`src/rtl/booth_r4_seq_mac.sv`:
```
// Sequential radix-4 Booth 8x8 signed multiplier with a 20-bit accumulator.
// Four Booth iterations per product; one multiply every six cycles.
module booth_r4_seq_mac (
    input  logic        clk,
    input  logic        rst,
    input  logic        start,
    input  logic [7:0]  a,
    input  logic [7:0]  b,
    input  logic        accumulate,
    input  logic        acc_clr,
    output logic        busy,
    output logic        done,
    output logic [15:0] product,
    output logic [19:0] acc
);

    typedef enum logic [1:0] {
        S_IDLE,
        S_RUN,
        S_DONE
    } state_t;

    state_t      r_state;
    state_t      w_state_nxt;

    logic [7:0]  r_a;
    logic [8:0]  r_b;
    logic        r_accum;
    logic [1:0]  r_cnt;
    logic [15:0] r_psum;
    logic [15:0] r_product;
    logic [19:0] r_acc;

    logic        w_neg;
    logic        w_sel_a;
    logic        w_sel_2a;
    logic [9:0]  w_mag;
    logic [9:0]  w_pp;
    logic [15:0] w_pp_ext;
    logic [15:0] w_cin_ext;
    logic [15:0] w_addend;
    logic [15:0] w_psum_nxt;
    logic [19:0] w_acc_base;
    logic [19:0] w_prod_ext;

    // r_b holds {b, 1'b0} so the low three bits are always the current triplet
    always_comb begin
        w_neg    = 1'b0;
        w_sel_a  = 1'b0;
        w_sel_2a = 1'b0;
        case (r_b[2:0])
            3'b001, 3'b010: w_sel_a = 1'b1;
            3'b011:         w_sel_2a = 1'b1;
            3'b100: begin
                w_sel_2a = 1'b1;
                w_neg    = 1'b1;
            end
            3'b101, 3'b110: begin
                w_sel_a = 1'b1;
                w_neg   = 1'b1;
            end
            default: ;
        endcase
    end

    always_comb begin
        w_mag = '0;
        if (w_sel_2a) begin
            w_mag = {r_a[7], r_a, 1'b0};
        end else if (w_sel_a) begin
            w_mag = {{2{r_a[7]}}, r_a};
        end
        w_pp       = w_neg ? ~w_mag : w_mag;
        w_pp_ext   = {{6{w_pp[9]}}, w_pp};
        w_cin_ext  = {15'd0, w_neg};
        w_addend   = (w_pp_ext + w_cin_ext) << {r_cnt, 1'b0};
        w_psum_nxt = r_psum + w_addend;
    end

    always_comb begin
        w_state_nxt = r_state;
        busy        = 1'b0;
        done        = 1'b0;
        case (r_state)
            S_IDLE: begin
                if (start) begin
                    w_state_nxt = S_RUN;
                end
            end
            S_RUN: begin
                busy = 1'b1;
                if (r_cnt == 2'd3) begin
                    w_state_nxt = S_DONE;
                end
            end
            S_DONE: begin
                busy        = 1'b1;
                done        = 1'b1;
                w_state_nxt = S_IDLE;
            end
            default: w_state_nxt = S_IDLE;
        endcase
    end

    always_ff @(posedge clk or posedge rst) begin
        if (rst) begin
            r_state <= S_IDLE;
        end else begin
            r_state <= w_state_nxt;
        end
    end

    always_ff @(posedge clk or posedge rst) begin
        if (rst) begin
            r_a       <= '0;
            r_b       <= '0;
            r_accum   <= 1'b0;
            r_cnt     <= '0;
            r_psum    <= '0;
            r_product <= '0;
        end else begin
            case (r_state)
                S_IDLE: begin
                    if (start) begin
                        r_a     <= a;
                        r_b     <= {b, 1'b0};
                        r_accum <= accumulate;
                        r_psum  <= '0;
                        r_cnt   <= '0;
                    end
                end
                S_RUN: begin
                    r_psum <= w_psum_nxt;
                    r_b    <= {r_b[8], r_b[8], r_b[8:2]};
                    r_cnt  <= r_cnt + 2'd1;
                    if (r_cnt == 2'd3) begin
                        r_product <= w_psum_nxt;
                    end
                end
                default: ;
            endcase
        end
    end

    // Clear takes effect before a same-edge accumulate: acc becomes the product
    assign w_acc_base = acc_clr ? '0 : r_acc;
    assign w_prod_ext = {{4{r_product[15]}}, r_product};

    always_ff @(posedge clk or posedge rst) begin
        if (rst) begin
            r_acc <= '0;
        end else if (r_state == S_DONE && r_accum) begin
            r_acc <= w_acc_base + w_prod_ext;
        end else if (acc_clr) begin
            r_acc <= '0;
        end
    end

    assign product = r_product;
    assign acc     = r_acc;

endmodule

```
`config.mk`:
```
export PLATFORM = sky130hd
export DESIGN_NAME = booth_r4_seq_mac
export DESIGN_NICKNAME = d
export VERILOG_FILES = /design/src/rtl/booth_r4_seq_mac.sv
export SDC_FILE = /design/constraint.sdc
export NUM_CORES = 1
export LEC_CHECK = 0
export BUFFER_PORTS_ARGS = -buffer_cell sky130_fd_sc_hd__buf_2
export CORE_ASPECT_RATIO = 0.75
export CORE_MARGIN = 1.5
export CORE_UTILIZATION = 55
export CTS_CLUSTER_SIZE = 14
export DETAILED_ROUTE_END_ITERATION = 12
export PLACE_DENSITY = 0.75
export SYNTH_ARGS = -nofsm -noshare
export SYNTH_HDL_FRONTEND = slang
export SYNTH_SLANG_ARGS = --single-unit
```
`constraint.sdc`:
```
create_clock -name clk -period 10.3 [get_ports clk]
set_input_delay 1.545 -clock clk [delete_from_list [all_inputs] [get_ports clk]]
set_output_delay 1.545 -clock clk [all_outputs]
set_load 0.05 [all_outputs]
```
==> flow_summary.toml, run 1 <==
[sta]
drv_slew = 0
setup-tns-final_ns = 0
rsz0062_at_grt = "false"
fmax_mhz = 213
period_needed_ns = 4.70
skew_ns = 0.00671
finalCritPeriodShare = 0.457
hold_viol_final = 0
setup_viol = 0
maxSlewHeadroom = 0.284
worst_pin_slew_ns = 1.07

[synth]
synth-seq-area-share = 0.338
muxShareOfSynthArea = 0.0886
ys_types = 61
synthFlopType = "dfrtp_1"
synth-simple-area-share = 0.145
yosys.area.top_type_share = 0.338
synth_area_per_cell_um2 = 9.45
yosys.area.top_type = "dfrtp_1"
synth_compound_area_frac = 0.203
synth_top_family_by_area = "compound AO/OA/AOI/OAI gates"
synth_adder_area_share = 0.115
syn_area_um2 = 5480
synth_xor_area_frac = 0.0639
synth_area_leaders = "dfrtp_1, ha_1, mux2_2, xnor2_1, o21ai_0"
netlist_instances = 580
postSynth.asyncResetShare = 1.00
synth_warnings = 0
syn_nets = 650
synth-edff-count = 0
synth-seq-cells = 74

[clock_tree]
cts_max_path_buffers = 2
cts_hold_buffers = 0
cts-root-buf = "clkbuf_16"
cts_buffers = 9
postCtsSetupRepairBufs = 0
htreeDepth = 3
cts_tree = "built"
clock_sinks = 74
post_cts_resized = 0
insertion_delay_ns = 0.33
path_clk_slew_ns = 0.06

[setup_path]
cp_data_required_time_ns = 10.48
crit_type = "register to register"
endpoint_kind = "register"
timing.critical_path.fanout_max = 11
crit_chain = "inv_1 -> ha_1 -> mux2i_2 -> and3_1 -> a21oi_1 -> xnor2_1 -> ha_1 -> xnor2_1 -> xnor2_1 -> nor2_1 -> a21oi_1 -> and2_1 -> ha_1 -> a21o_1 -> a21oi_1 -> o21ai_0 -> a31oi_1 -> nand3_1 -> a31oi_1 -> xor2_1 -> o21ai_0"
crit_slowest_cell = "mux2i_2"
slowest_delay_ns = 0.51
crit_arrival_ns = 4.88
worstSetupStartpointType = "register"

[grt]
grt_max_degree = 75
grt_pass1_vias = 3977
grt_pass1_wl_um = 19900
grt_usage = 0.238
antenna_found_initial = 0
grt-ovfl-total = 0

[routing]
vias_per_cell = 5.81
routed_wl_um = 12000
vias = 4439
avgRoutedWirePerCell_um = 15.7
drtIter0Drc = 238
dr.pass1.iters = 4
drc = 0
ant_nets = 0

[place]
portBuffers = 58
dp_hpwl_um = 8870
place_congestion = 0.857

[die]
die_y_um = 89.5
core-area_um2 = 9660
ios = 59
die_w_um = 118
rows = 31
start_util = 0.568
dieArea_um2 = 10600

[layout]
layout-drive-gt1-share = 0.180
synthToLayoutAreaGrowth_pct = 10.2
diodes = 0
final_cell_mix = "dfrtp_1, nand2_1, buf_2, o21ai_0, ha_1"
nets = 698
final_common_cell = "dfrtp_1"

[status]
status = "completed"

[flow_run]
max_cap_violations = 0

[worst_hold_path]
hp-class = "register to register"
[registers in the layout, summed over array words and instances (netlist names)]
signal	flops
acc	20
product	16
r_a	8
r_accum	1
r_b	9
r_cnt	2
r_psum	16
r_state	2
[worst paths after layout]
path / startpoint / endpoint / slack [ns] / cells past startpoint
max reg2reg: r_b[0]$_DFFE_PP0P_ / product[14]$_DFFE_PP0P_ / 5.60 / 21
min reg2reg: r_b[3]$_DFFE_PP0P_ / r_b[3]$_DFFE_PP0P_ / 0.48 / 2
max in group asynchronous: rst / r_psum[10]$_DFFE_PP0P_ / 8.18 / 3
min: r_b[3]$_DFFE_PP0P_ / r_b[3]$_DFFE_PP0P_ / 0.48 / 2
min in group asynchronous: rst / r_accum$_DFFE_PP0P_ / 1.51 / 3
max: r_b[0]$_DFFE_PP0P_ / product[14]$_DFFE_PP0P_ / 5.60 / 21
[cell type report]
type                            count  area [um^2]
Clock buffer                       13          260
Multi-Input combinational cell    465         3380
Sequential cell                    74         1850
Timing Repair Buffer               61          313
Tap cell                          132          165
Inverter                           17         63.8
Fill cell                         835         3610
Clock inverter                      2         12.5
[cell usage after synthesis (3+ instances only)]
library cell,n
mux2i_1,15
mux2_2,26
clkbuf_8,3
a21o_1,13
nand3_1,11
nand2b_1,7
ha_1,47
a21boi_0,3
or2_2,3
inv_1,17
o21ai_0,48
a21oi_1,39
nor3b_1,4
o21a_1,5
a22o_1,12
o21ai_1,4
o31ai_1,9
and2_1,6
nor2_1,18
clkbuf_1,11
xnor2_1,33
and3_1,4
or3_1,6
nor3_1,11
nand2_1,58
xor2_1,7
o21bai_1,4
a31oi_1,8
a211oi_1,7
nor2b_1,23
buf_6,6
dfrtp_1,74
[metal layers]
layer | part of all wire | wire [um] | GRT usage
met4 | 0.0044 | 53 | 0.0410
met1 | 0.52 | 6260 | 0.359
met2 | 0.42 | 5060 | 0.343
met5 | 0 | 0 | 0
met3 | 0.054 | 650 | 0.0663
[logic make-up after synthesis]
group	after synthesis
flops	74
mux	44
compound gates	173
fa+ha+maj	49
buf+inv	41
simple gates	159
xor+xnor	40
[through the flow]
stage | std cells | hold WS [ns] | setup slack [ns] | cell area, um^2 | utilization
after floorplan | 580 | 0.449 | 6.30 | 5480 | -
after global placement | 749 | 0.463 | 5.83 | 5770 | 0.597
after detailed placement | 749 | 0.471 | 5.66 | 5770 | 0.597
after CTS | 764 | 0.484 | 5.63 | 6040 | 0.626
after global routing | 764 | 0.516 | 5.14 | 6040 | 0.626
final | 764 | 0.482 | 5.60 | 6040 | 0.626
[worst max-delay path, delay by kind of cell (launching register included)]
family,cells,cell delay [ns]
compound gates,8,1.52
fa+ha+maj,3,0.77
simple gates,4,0.55
mux,1,0.51
xor+xnor,4,0.73
buf+inv,1,0.08
flops,1,0.40
Power of run 1 is not shown: default switching activity piles up to over one toggle a cycle in this logic, so the estimate is an artifact.
==> run 2: changes to the inputs <==
==> constraint.sdc (replaced) <==
create_clock -name clk -period 4.5 [get_ports clk]
set_input_delay 0.675 -clock clk [delete_from_list [all_inputs] [get_ports clk]]
set_output_delay 0.675 -clock clk [all_outputs]
set_load 0.05 [all_outputs]
==> flow_summary.toml, run 2 (synthesis gave the netlist of run 1 again) <==
[status]
status = "completed"

[die]
rows = 31
dieArea_um2 = 10600
start_util = 0.568
die_y_um = 89.5
core-area_um2 = 9660
ios = 59
die_w_um = 118

[clock_tree]
cts_tree = "built"
clock_sinks = 74
path_clk_slew_ns = 0.06
htreeDepth = 3
cts_buffers = 9
cts_max_path_buffers = 2
insertion_delay_ns = 0.34
cts-root-buf = "clkbuf_16"

[grt]
grt_pass1_wl_um = 21100
grt_max_degree = 43
antenna_found_initial = 0
grt_pass1_vias = 4275
grt-ovfl-total = 0
grt_usage = 0.248

[setup_path]
timing.critical_path.fanout_max = 9
crit_chain = "inv_1 -> ha_2 -> mux2i_2 -> buf_4 -> or2b_2 -> a211o_1 -> xnor2_1 -> nor2_1 -> a21oi_1 -> mux2i_1 -> ha_1 -> nand4_1 -> a211oi_1 -> o31ai_1 -> nand2b_1 -> a21oi_1 -> xnor2_1 -> mux2_2"
r2r_start = "r_b[1]$_DFFE_PP0P_"
slowest_delay_ns = 0.39
cp_data_required_time_ns = 4.72
crit_arrival_ns = 4.58
worstSetupStartpointType = "register"
rr_worst_depth = 18
critPathLaunch = "r_b[1]$_DFFE_PP0P_"
rrSetupSlack_ns = 0.14
crit_path_end = "product[13]$_DFFE_PP0P_"
crit_type = "register to register"
crit_slowest_cell = "dfrtp_1"
r2r-end = "product[13]$_DFFE_PP0P_"
endpoint_kind = "register"

[sta]
setup-tns-final_ns = 0
worst_pin_slew_ns = 1.11
maxSlewHeadroom = 0.261
hold_ws_ns = 0.471
finalCritPeriodShare = 0.969
setup_viol = 0
drv_slew = 0
fmax_mhz = 229
skew_ns = 0.00674
period_needed_ns = 4.36
hold_viol_final = 0

[place]
dp_hpwl_um = 9160
place_congestion = 0.891
portBuffers = 58
placedCellCount = 751

[layout]
final_cells = 775
layout-drive-gt1-share = 0.219
final_common_cell = "dfrtp_1"
final_cell_mix = "dfrtp_1, nand2_1, buf_2, o21ai_0, ha_1"
diodes = 0
synthToLayoutAreaGrowth_pct = 14.4
largest_register_ffs = 20
nets = 708

[routing]
drc = 0
routed_wl_um = 12800
ant_nets = 0
dr.pass1.iters = 5
vias = 4602
drtIter0Drc = 295
vias_per_cell = 5.94
avgRoutedWirePerCell_um = 16.5

[flow_run]
max_cap_violations = 0

[worst_hold_path]
hp-class = "primary input to async pin"
==> run 2: cell types whose count changed in the layout (fill, tap and decap cells not counted), sizes merged <==
cell      change
clkinvlp      -1
clkbuf        +2
bufinv        +1
buf          +10
clkinv        -1
==> run 2: how the worst min path moves through the flow <==
stage                             from                   to  slack (ns)  depth (start not counted)
global placement    r_b[5]$_DFFE_PP0P_   r_b[5]$_DFFE_PP0P_        0.46                          2
detailed placement  r_b[4]$_DFFE_PP0P_   r_b[4]$_DFFE_PP0P_        0.47                          2
CTS                 r_b[4]$_DFFE_PP0P_   r_b[4]$_DFFE_PP0P_        0.48                          2
global route        r_b[3]$_DFFE_PP0P_   r_b[3]$_DFFE_PP0P_        0.51                          2
finish                             rst  r_accum$_DFFE_PP0P_        0.47                          2
floorplan           r_b[5]$_DFFE_PP0P_   r_b[5]$_DFFE_PP0P_        0.45                          2
==> run 2: worst max-delay path, delay by kind of cell, from the launching register on <==
| family | cells | cell delay [ns] |
|---|---|---|
| AND/OR/NAND/NOR | 4 | 0.66 |
| flip-flops | 1 | 0.39 |
| buffers and inverters | 2 | 0.28 |
| adder cells (fa/ha/maj) | 2 | 0.60 |
| AO/OA/AOI/OAI | 5 | 1.26 |
| XOR/XNOR | 2 | 0.44 |
| multiplexers | 3 | 0.61 |
==> run 2: what timing repair did <==
action / 4_1_cts / 5_1_grt
setup buffers: 0 / 8
gates resized for setup: 0 / 23
endpoints found under the setup margin: 0 / 11
hold buffers: 0 / 0
==> run 2: metal layers <==
metal | up-vias | track usage | wire [um]
met3 | 21 | 0.0568 | 712
met4 | 0 | 0.0621 | 147
li1 | 2226 | - | -
met1 | 2206 | 0.355 | 6260
met5 | - | 0 | 0
met2 | 149 | 0.383 | 5640
==> run 2: layout make-up <==
type	instances	area, um^2
fillers	806	3390
well taps	132	165
clock buffers	15	288
clock inverters	1	30.0
multi-input cells	465	3480
inverters	17	63.8
repair buffers	71	392
flip-flops and latches	74	1850
==> run 2: per-stage QoR <==
stage           util  setup slack [ns]  instance area, um^2
6_report       0.649             0.140                 6270
3_3_place_gp   0.599             0.313                 5790
2_1_floorplan      -             0.612                 5480
3_5_place_dp   0.599             0.146                 5790
5_1_grt        0.649           -0.0154                 6270
4_1_cts        0.632             0.102                 6100
Power of run 2 is left out for the same reason.
